===== src/rtl/pipe_pkg.sv =====
// Shared types for the ID/EX pipeline register: control bundle, occupancy state
// and small decode helpers used by the stage and its handshake controller.
package pipe_pkg;

  typedef struct packed {
    logic       RegFile_WE;
    logic       ALUSource;
    logic       SetFlags;
    logic       MemWE;
    logic       WBSelect;
    logic       OpSource;
    logic [1:0] ALUControl;
    logic [1:0] BranchSelect;
    logic [1:0] OpType;
  } idex_ctrl_t;

  typedef enum logic [1:0] {
    EMPTY = 2'd0,
    BUSY  = 2'd1,
    FULL  = 2'd2
  } pipe_state_e;

  function automatic logic [1:0] state_occupancy(input pipe_state_e s);
    case (s)
      EMPTY:   return 2'd0;
      BUSY:    return 2'd1;
      FULL:    return 2'd2;
      default: return 2'd0;
    endcase
  endfunction

  // A bubble must never write the register file, memory or flags downstream.
  function automatic idex_ctrl_t mask_bubble(input idex_ctrl_t c, input logic valid);
    idex_ctrl_t r;
    r = c;
    if (!valid) begin
      r.RegFile_WE = 1'b0;
      r.MemWE      = 1'b0;
      r.SetFlags   = 1'b0;
    end
    return r;
  endfunction

endpackage


===== src/rtl/pipe_skid_fsm.sv =====
// Occupancy FSM and ready/valid decode for the ID/EX stage.
// PIPE_ID_EX_SKID_EN adds the FULL state and a registered-only ready_o.
module pipe_skid_fsm
  import pipe_pkg::*;
(
  input  logic       CLK,
  input  logic       RST_N,
  input  logic       flush_i,
  input  logic       valid_i,
  input  logic       ready_i,
  output logic       ready_o,
  output logic       valid_o,
  output logic [1:0] occupancy_o,
`ifdef PIPE_ID_EX_SKID_EN
  output logic       load_skid_o,
  output logic       load_main_skid_o,
`endif
  output logic       load_main_in_o
);

  pipe_state_e state_q, state_d;
  logic        in_fire, out_fire;

  assign in_fire  = valid_i & ready_o;
  assign out_fire = valid_o & ready_i;

  always_ff @(posedge CLK or negedge RST_N) begin
    if (!RST_N) state_q <= EMPTY;
    else        state_q <= state_d;
  end

  always_comb begin
    state_d = state_q;
    if (flush_i) begin
      state_d = EMPTY;
    end else begin
      case (state_q)
        EMPTY: if (in_fire) state_d = BUSY;
`ifdef PIPE_ID_EX_SKID_EN
        BUSY: begin
          if (in_fire && !out_fire)      state_d = FULL;
          else if (out_fire && !in_fire) state_d = EMPTY;
        end
        FULL: if (out_fire) state_d = BUSY;
`else
        BUSY: if (out_fire && !in_fire) state_d = EMPTY;
`endif
        default: state_d = EMPTY;
      endcase
    end
  end

  always_comb begin
    valid_o     = (state_q != EMPTY);
    occupancy_o = state_occupancy(state_q);
`ifdef PIPE_ID_EX_SKID_EN
    ready_o          = (state_q != FULL);
    load_skid_o      = !flush_i && in_fire && (state_q == BUSY) && !out_fire;
    load_main_skid_o = !flush_i && out_fire && (state_q == FULL);
`else
    // Without a skid slot the stage can only refill as it drains.
    ready_o          = !valid_o | ready_i;
`endif
    load_main_in_o = !flush_i && in_fire &&
                     ((state_q == EMPTY) || ((state_q == BUSY) && out_fire));
  end

endmodule


===== src/rtl/pipe_id_ex_skid.sv =====
// ID/EX pipeline register with ready/valid handshake; optional skid slot
// enabled by PIPE_ID_EX_SKID_EN. Payload registers live here, control in pipe_skid_fsm.
module pipe_id_ex_skid
  import pipe_pkg::*;
#(
  parameter int N = 32,
  parameter int V = 20,
  parameter int L = 8
) (
  input  logic                  CLK,
  input  logic                  RST_N,
  input  logic                  flush_i,
  input  logic                  valid_i,
  output logic                  ready_o,
  input  logic [N-1:0]          RD1_S_i,
  input  logic [N-1:0]          RD2_S_i,
  input  logic [N-1:0]          Extend_i,
  input  logic [V-1:0][L-1:0]   RD1_V_i,
  input  logic [V-1:0][L-1:0]   RD2_V_i,
  input  logic [4:0]            A3_i,
  input  idex_ctrl_t            Ctrl_i,
  output logic [N-1:0]          RD1_S_o,
  output logic [N-1:0]          RD2_S_o,
  output logic [N-1:0]          Extend_o,
  output logic [V-1:0][L-1:0]   RD1_V_o,
  output logic [V-1:0][L-1:0]   RD2_V_o,
  output logic [4:0]            A3_o,
  output idex_ctrl_t            Ctrl_o,
  output logic                  valid_o,
  input  logic                  ready_i,
  output logic [1:0]            occupancy_o
);

  localparam int CW = $bits(idex_ctrl_t);
  localparam int PW = 3 * N + 2 * V * L + 5 + CW;

  logic [PW-1:0] in_payload;
  logic [PW-1:0] main_q, main_d;
  logic          load_main_in;
  idex_ctrl_t    ctrl_held;

  assign in_payload = {RD1_S_i, RD2_S_i, Extend_i, RD1_V_i, RD2_V_i, A3_i, Ctrl_i};

`ifdef PIPE_ID_EX_SKID_EN
  logic [PW-1:0] skid_q, skid_d;
  logic          load_skid, load_main_skid;
`endif

  pipe_skid_fsm u_fsm (
    .CLK              (CLK),
    .RST_N            (RST_N),
    .flush_i          (flush_i),
    .valid_i          (valid_i),
    .ready_i          (ready_i),
    .ready_o          (ready_o),
    .valid_o          (valid_o),
    .occupancy_o      (occupancy_o),
`ifdef PIPE_ID_EX_SKID_EN
    .load_skid_o      (load_skid),
    .load_main_skid_o (load_main_skid),
`endif
    .load_main_in_o   (load_main_in)
  );

  always_comb begin
    main_d = main_q;
    if (load_main_in) main_d = in_payload;
`ifdef PIPE_ID_EX_SKID_EN
    // Exclusive with load_main_in: one is only raised in FULL, the other never.
    if (load_main_skid) main_d = skid_q;
`endif
  end

  always_ff @(posedge CLK or negedge RST_N) begin
    if (!RST_N) main_q <= '0;
    else        main_q <= main_d;
  end

`ifdef PIPE_ID_EX_SKID_EN
  always_comb begin
    skid_d = skid_q;
    if (load_skid) skid_d = in_payload;
  end

  always_ff @(posedge CLK or negedge RST_N) begin
    if (!RST_N) skid_q <= '0;
    else        skid_q <= skid_d;
  end
`endif

  assign {RD1_S_o, RD2_S_o, Extend_o, RD1_V_o, RD2_V_o, A3_o, ctrl_held} = main_q;
  assign Ctrl_o = mask_bubble(ctrl_held, valid_o);

endmodule


===== config.mk =====
export PLATFORM = sky130hd
export DESIGN_NAME = pipe_id_ex_skid
export DESIGN_NICKNAME = d
export VERILOG_FILES = /design/src/rtl/pipe_pkg.sv /design/src/rtl/pipe_skid_fsm.sv /design/src/rtl/pipe_id_ex_skid.sv
export SDC_FILE = /design/constraint.sdc
export NUM_CORES = 1
export LEC_CHECK = 0
export CAP_MARGIN = 25
export CORE_AREA = 3 3 335 337
export DETAILED_ROUTE_END_ITERATION = 10
export DIE_AREA = 0 0 338 340
export REMOVE_ABC_BUFFERS = 1
export SLEW_MARGIN = 20
export SYNTH_ARGS = -nofsm -noshare
export SYNTH_HDL_FRONTEND = slang
export SYNTH_HIERARCHICAL = 1
export SYNTH_SLANG_ARGS = --single-unit

===== constraint.sdc =====
create_clock -name CLK -period 1.95 [get_ports CLK]
set_clock_uncertainty 0.15 [all_clocks]
set_input_delay 0.2925 -clock CLK [delete_from_list [all_inputs] [get_ports CLK]]
set_output_delay 0.2925 -clock CLK [all_outputs]
set_load 0.02 [all_outputs]

Yosys cells after proc, flatten, opt, wreduce, memory -nomap -nowiden. Cells that the tools add are included. W data, S select, Z words.

Output and inout bits: 437. Memories: 0. ROM bits: 0. Register bits after elaboration: 435. Bits in latches: 0. Input port bits: 438. Word-level logic and storage cells: 27. RAM bits: 0.

Reduce and logical (&&, ||, !) cells: 11. Magnitude comparators: 0. Add/subtract/negate cells: 0. Shifts and indexed selects: 0. Bitwise operators: 3. Multiply operators: 0. Mux-type cells: 7. Equal/unequal tests: 4. Divide/modulo/power cells: 0.

Operator list (count): $mux W2 (4); $pmux W2 S2 (2); $ne A3 B2 Y1 const B (2); $logic_and A1 B1 Y1 (4); $logic_not A1 Y1 (3); $and A1 B1 Y1 (2); $eq A2 B1 Y1 const B (1); $eq A2 B2 Y1 const B (1); $logic_not A2 Y1 (1); $reduce_and A2 Y1 (1); $reduce_bool A2 Y1 (1); $logic_or A1 B1 Y1 (1); $mux W1 (1); $or A1 B1 Y1 (1).

Longest topological paths before layout.
Depth in word-level cells: 9. Depth in mapped cells: 6. Mapped depth without buffers: 3.

By module. The synthesis kept the hierarchy.

By module, submodules not included: pipe_id_ex_skid (cells an instance 1347, area an instance 20887.5 sq um, instances 1); pipe_skid_fsm (cells an instance 8, area an instance 78.8 sq um, instances 1).

Worst setup path after synthesis. Ideal clock, no wire load.

Kind: register -> register. Start point: register u_fsm.state_q[0]. End point: register main_q[160]. Data required time: 1.675 ns. Stages on the path, launching flop included: 7. Clock period less this slack: 1.894 ns. Buffers on the path: 3. Arrival: 1.619 ns. Path slack: 0.056 ns. Cell sequence: dfrtp_1 -> nand2b_4 -> nor3b_2 -> buf_6 -> buf_6 -> buf_8 -> mux2_4.

Longest elaborated chain between the ends: 6.

Ends and longest elaborated chain: from (decl) (RTL line pipe_skid_fsm.sv:21) `pipe_state_e state_q, state_d;`; from (signal assigned) (RTL line pipe_skid_fsm.sv:29) `else state_q <= state_d;`; $reduce_bool A2 Y1 (RTL line pipe_skid_fsm.sv:54) `valid_o = (state_q != EMPTY);`; $logic_not A1 Y1 (RTL line pipe_skid_fsm.sv:62) `ready_o = !valid_o | ready_i;`; $or A1 B1 Y1 (RTL line pipe_skid_fsm.sv:62); net ready_o (RTL line pipe_id_ex_skid.sv:14) `output logic ready_o,`; $and A1 B1 Y1 (RTL line pipe_skid_fsm.sv:24) `assign in_fire = valid_i & ready_o;`; $logic_and A1 B1 Y1 (2 in a row) (RTL line pipe_skid_fsm.sv:64) `load_main_in_o = !flush_i && in_fire &&`; net load_main_in (RTL line pipe_id_ex_skid.sv:39) `logic load_main_in;`; to (signal assigned) (RTL line pipe_id_ex_skid.sv:76) `else main_q <= main_d;`; to (decl) (RTL line pipe_id_ex_skid.sv:38) `logic [PW-1:0] main_q, main_d;`.

The timed path passes the listed nets, and every way through them passes these cells. A chain may end at the register's enable or synchronous reset.

Final worst setup path.
Start point: register u_fsm.state_q[0]. End point: register main_q[346].

Longest elaborated chain between the ends: 6.

Ends and longest elaborated chain (RTL line): $reduce_bool A2 Y1 (pipe_skid_fsm.sv:54); $logic_not A1 Y1 (pipe_skid_fsm.sv:62); $or A1 B1 Y1 (pipe_skid_fsm.sv:62); $and A1 B1 Y1 (pipe_skid_fsm.sv:24); $logic_and A1 B1 Y1 (pipe_skid_fsm.sv:64); $logic_and A1 B1 Y1 * (pipe_skid_fsm.sv:64); net load_main_in (pipe_id_ex_skid.sv:39).

The timed path passes the listed nets; every way through them passes the cells marked *.

==> results by group <==
Run status
  – Status: complete, but fails checks
  – Failing checks: setup timing

Yosys
  – Synth top area cells: dfrtp_1, mux2_4, buf_4
  – Syn Inst Count: 1,355
  – Sequential area share after synthesis: 51.8%
  – Post-synth top area share: 51.8%
  – Yosys Warn Count: 6
  – Distinct cells, synth: 13
  – FF+latch count, synth: 434
  – Post-Syn Area per Cell: 15.5 um2
  – Cell area after synthesis: 21,000 um2
  – Cell taking the most area after synthesis: dfrtp_1

Setup path
  – CP startpoint kind: flop
  – Most used cell, CP: buf_16
  – Worst path arrival time: 2.36 ns
  – Top delay family on crit path: buffers and inverters
  – Setup CP Type: reg -> reg
  – Critical-path cell list: nand2b_4 -> nor3b_4 -> buf_12 -> buf_4 -> buf_16 -> buf_8 -> buf_16 -> mux2_4
  – Worst endpoint required time: 2.28 ns
  – Slowest stage delay, CP: 0.41 ns
  – Slowest CP cell: dfrtp_1
  – Critical Path Fanout Max: 6
  – Crit path buffers/inverters: 5
  – Setup crit end kind: flop

STA
  – Hold Slack: 0.157 ns
  – Slew headroom: 66.6%
  – Setup_tns: -10.45 ns
  – FMAX: 0.492 GHz
  – RSZ-0062 raised after global routing: true
  – Worst slew pin tran: 0.501 ns
  – Final Hold Viols: 0
  – Final Critical Period: 2.03 ns
  – Final Max Slew Viols: 0
  – Fin crit share: 104%
  – Setup WS post-layout: -0.0842 ns
  – Setup-failing EPs final: 263

Place
  – Gpl congestion: 0.831
  – DP Wirelength: 49,000 um
  – Cells after DPL: 3,293
  – IO Port Bufs: 873

Clocking
  – CTS sink cnt: 434
  – Deepest clock path buffer count: 3
  – Root Buffer Master: clkbuf_16
  – Clock transition at path regs: 0.06 ns
  – CTS tree: done
  – Number of buffers created by CTS: 50
  – H-tree level count: 2
  – Clk_lat worst skew: 0.59 ns

Floorplan
  – # IOs: 875
  – Placeable Area: 109,000 um2
  – Initial Utilization: 19.2%
  – DIE AREA: 115,000 um2
  – Die height: 340 um
  – Die extent in x: 338 um
  – Site Rows: 121

Routing
  – First-pass DRT Iterations: 4
  – Vias: 11,827
  – DRC errors left: 0
  – DRT Wirelength: 67,900 um
  – Drt wl/cell: 19.7 um
  – Vias per inst: 3.44
  – Routed Antenna Nets: 0
  – DR iter-0 viols: 295

Run
  – Max-cap violations: 0

Global route
  – Vias in the first global route: 12,983
  – GR Util met3: 3.95%
  – Largest net degree at the start of global routing: 61
  – Overflow after GRT: 0
  – M1 GR Usage: 12.4%
  – Overall Global Routing Usage: 10.9%
  – Initial antenna violation count: 5
  – Most Crowded Layer GR: met2
  – M2 GR Usage: 19.0%
  – First-pass GRT wire length: 92,800 um

Min path
  – Hold WC Path Type: in -> reg

Final layout
  – Layout fillers: 11,199
  – Share of layout cells above drive strength 1: 33.0%
  – Layout area overhead: 48.9%
  – Final #Nets: 2,365
  – Finished Layout Cells: 3,438

Power and ir drop
  – Lkg Pwr: 14.1 nW
  – Pwr per Cell Area: 949 nW/um2
  – Power, Total: 0.0296 W
  – Worst IR drop on VDD: 0.000493 V
==> area by class of cell <==
cell class,count,area [um2],share of cell area (%)
Sequential cell,434,10900,34.8
Timing Repair Buffer,1000,10500,33.6
Multi-Input combinational cell,440,6440,20.6
Tap cell,1476,1850,5.92
Clock buffer,73,1460,4.67
Clock inverter,12,118,0.377
Antenna cell,2,5.00,0.0160
Inverter,1,3.75,0.0120
==> logic make-up (layout without fill, tap and decap cells) <==
logic type / Yosys count / count (layout) / synth area share, %
buffers and inverters: 481 / 1086 / 18.1
DFF: 434 / 434 / 51.8
muxes: 433 / 433 / 29.9
and+or+nand+nor: 5 / 5 / 0.215
other: 1 / 3 / 0.0179
AOI/OAI and AO/OA: 1 / 1 / 0.0238
==> placed cells by master (no fill, tap or decap) <==
| master | n |
|---|---|
| a21oi_1 | 1 |
| and2_1 | 2 |
| and2_4 | 1 |
| buf_12 | 38 |
| buf_16 | 22 |
| buf_2 | 1 |
| buf_4 | 29 |
| buf_6 | 10 |
| buf_8 | 18 |
| bufinv_16 | 2 |
| clkbuf_1 | 12 |
| clkbuf_16 | 65 |
| clkbuf_2 | 2 |
| clkbuf_8 | 10 |
| clkdlybuf4s15_1 | 6 |
| clkdlybuf4s15_2 | 3 |
| clkdlybuf4s50_1 | 436 |
| clkinv_2 | 8 |
| conb_1 | 1 |
| dfrtp_1 | 434 |
| diode_2 | 2 |
| dlygate4sd2_1 | 419 |
| dlygate4sd3_1 | 2 |
| inv_1 | 1 |
| inv_6 | 2 |
| mux2_2 | 34 |
| mux2_4 | 399 |
| nand2b_4 | 1 |
| nor3b_4 | 1 |
==> path summary, 6_finish.rpt <==
check / startpoint / end / slack [ns] / cells past startpoint
max: u_fsm/state_q[0]$_DFFE_PN0P_ / main_q[346]$_DFFE_PN0P_ / -0.08 / 8
min: Ctrl_i[9] / main_q[9]$_DFFE_PN0P_ / 0.16 / 2
max reg2reg: u_fsm/state_q[0]$_DFFE_PN0P_ / main_q[346]$_DFFE_PN0P_ / -0.08 / 8
min reg2reg: main_q[36]$_DFFE_PN0P_ / main_q[36]$_DFFE_PN0P_ / 0.35 / 1
max in group asynchronous: RST_N / main_q[101]$_DFFE_PN0P_ / 0.54 / 4
min in group asynchronous: RST_N / main_q[208]$_DFFE_PN0P_ / 0.22 / 3
==> where the power goes <==
| group | switching (W) | internal, W |
|---|---|---|
| Combinational | 0.00413 | 0.00473 |
| Sequential | 0.000981 | 0.0106 |
| Clock | 0.00381 | 0.00541 |
| Total | 0.00892 | 0.0207 |
==> per-layer routing <==
metal  vias to the layer above  routed length [um]  share of wire [%]
li1                       5281                   -                  -
met1                      5925               25900                 38
met2                       527               33900                 50
met3                        88                6320                9.3
met4                         6                1710                2.5
met5                         -                  41              0.060
==> synth_stat cells, drive strengths merged <==
cell      n
conb      1
dfrtp   434
inv       1
nand2b    1
mux2    433
and2      3
a21oi     1
buf     480
nor3b     1
==> state kept, by name, indices dropped and copies added (netlist names) <==
| register | cells |
|---|---|
| main_q | 433 |
| u_fsm/state_q | 1 |
==> worst reg2reg max path: stages (launching register included) <==
cell,delay (ns)
dfrtp_1,0.41
nand2b_4,0.08
nor3b_4,0.21
buf_12,0.16
buf_4,0.14
buf_16,0.16
buf_8,0.19
buf_16,0.12
mux2_4,0.29
==> metrics by stage <==
stage          area [um2]  util, %  setup slack (ns)
2_1_floorplan       17200        -            -26.43
3_3_place_gp        28600     26.2            -0.451
3_5_place_dp        28600     26.2            -0.486
4_1_cts             30400     27.9            -0.164
5_1_grt             31200     28.6            -0.131
6_report            31200     28.6           -0.0842
==> repair_timing <==
item | in CTS | in global routing
endpoints found under the setup margin | 620 | 379
hold buffers | 2 | 0
setup buffers | 13 | 16
hold endpoints to repair | 412 | 0
pin swaps | 0 | 0
gates resized for setup | 509 | 94
gates cloned | 15 | 15
Power figures use the tool's default switching activity.
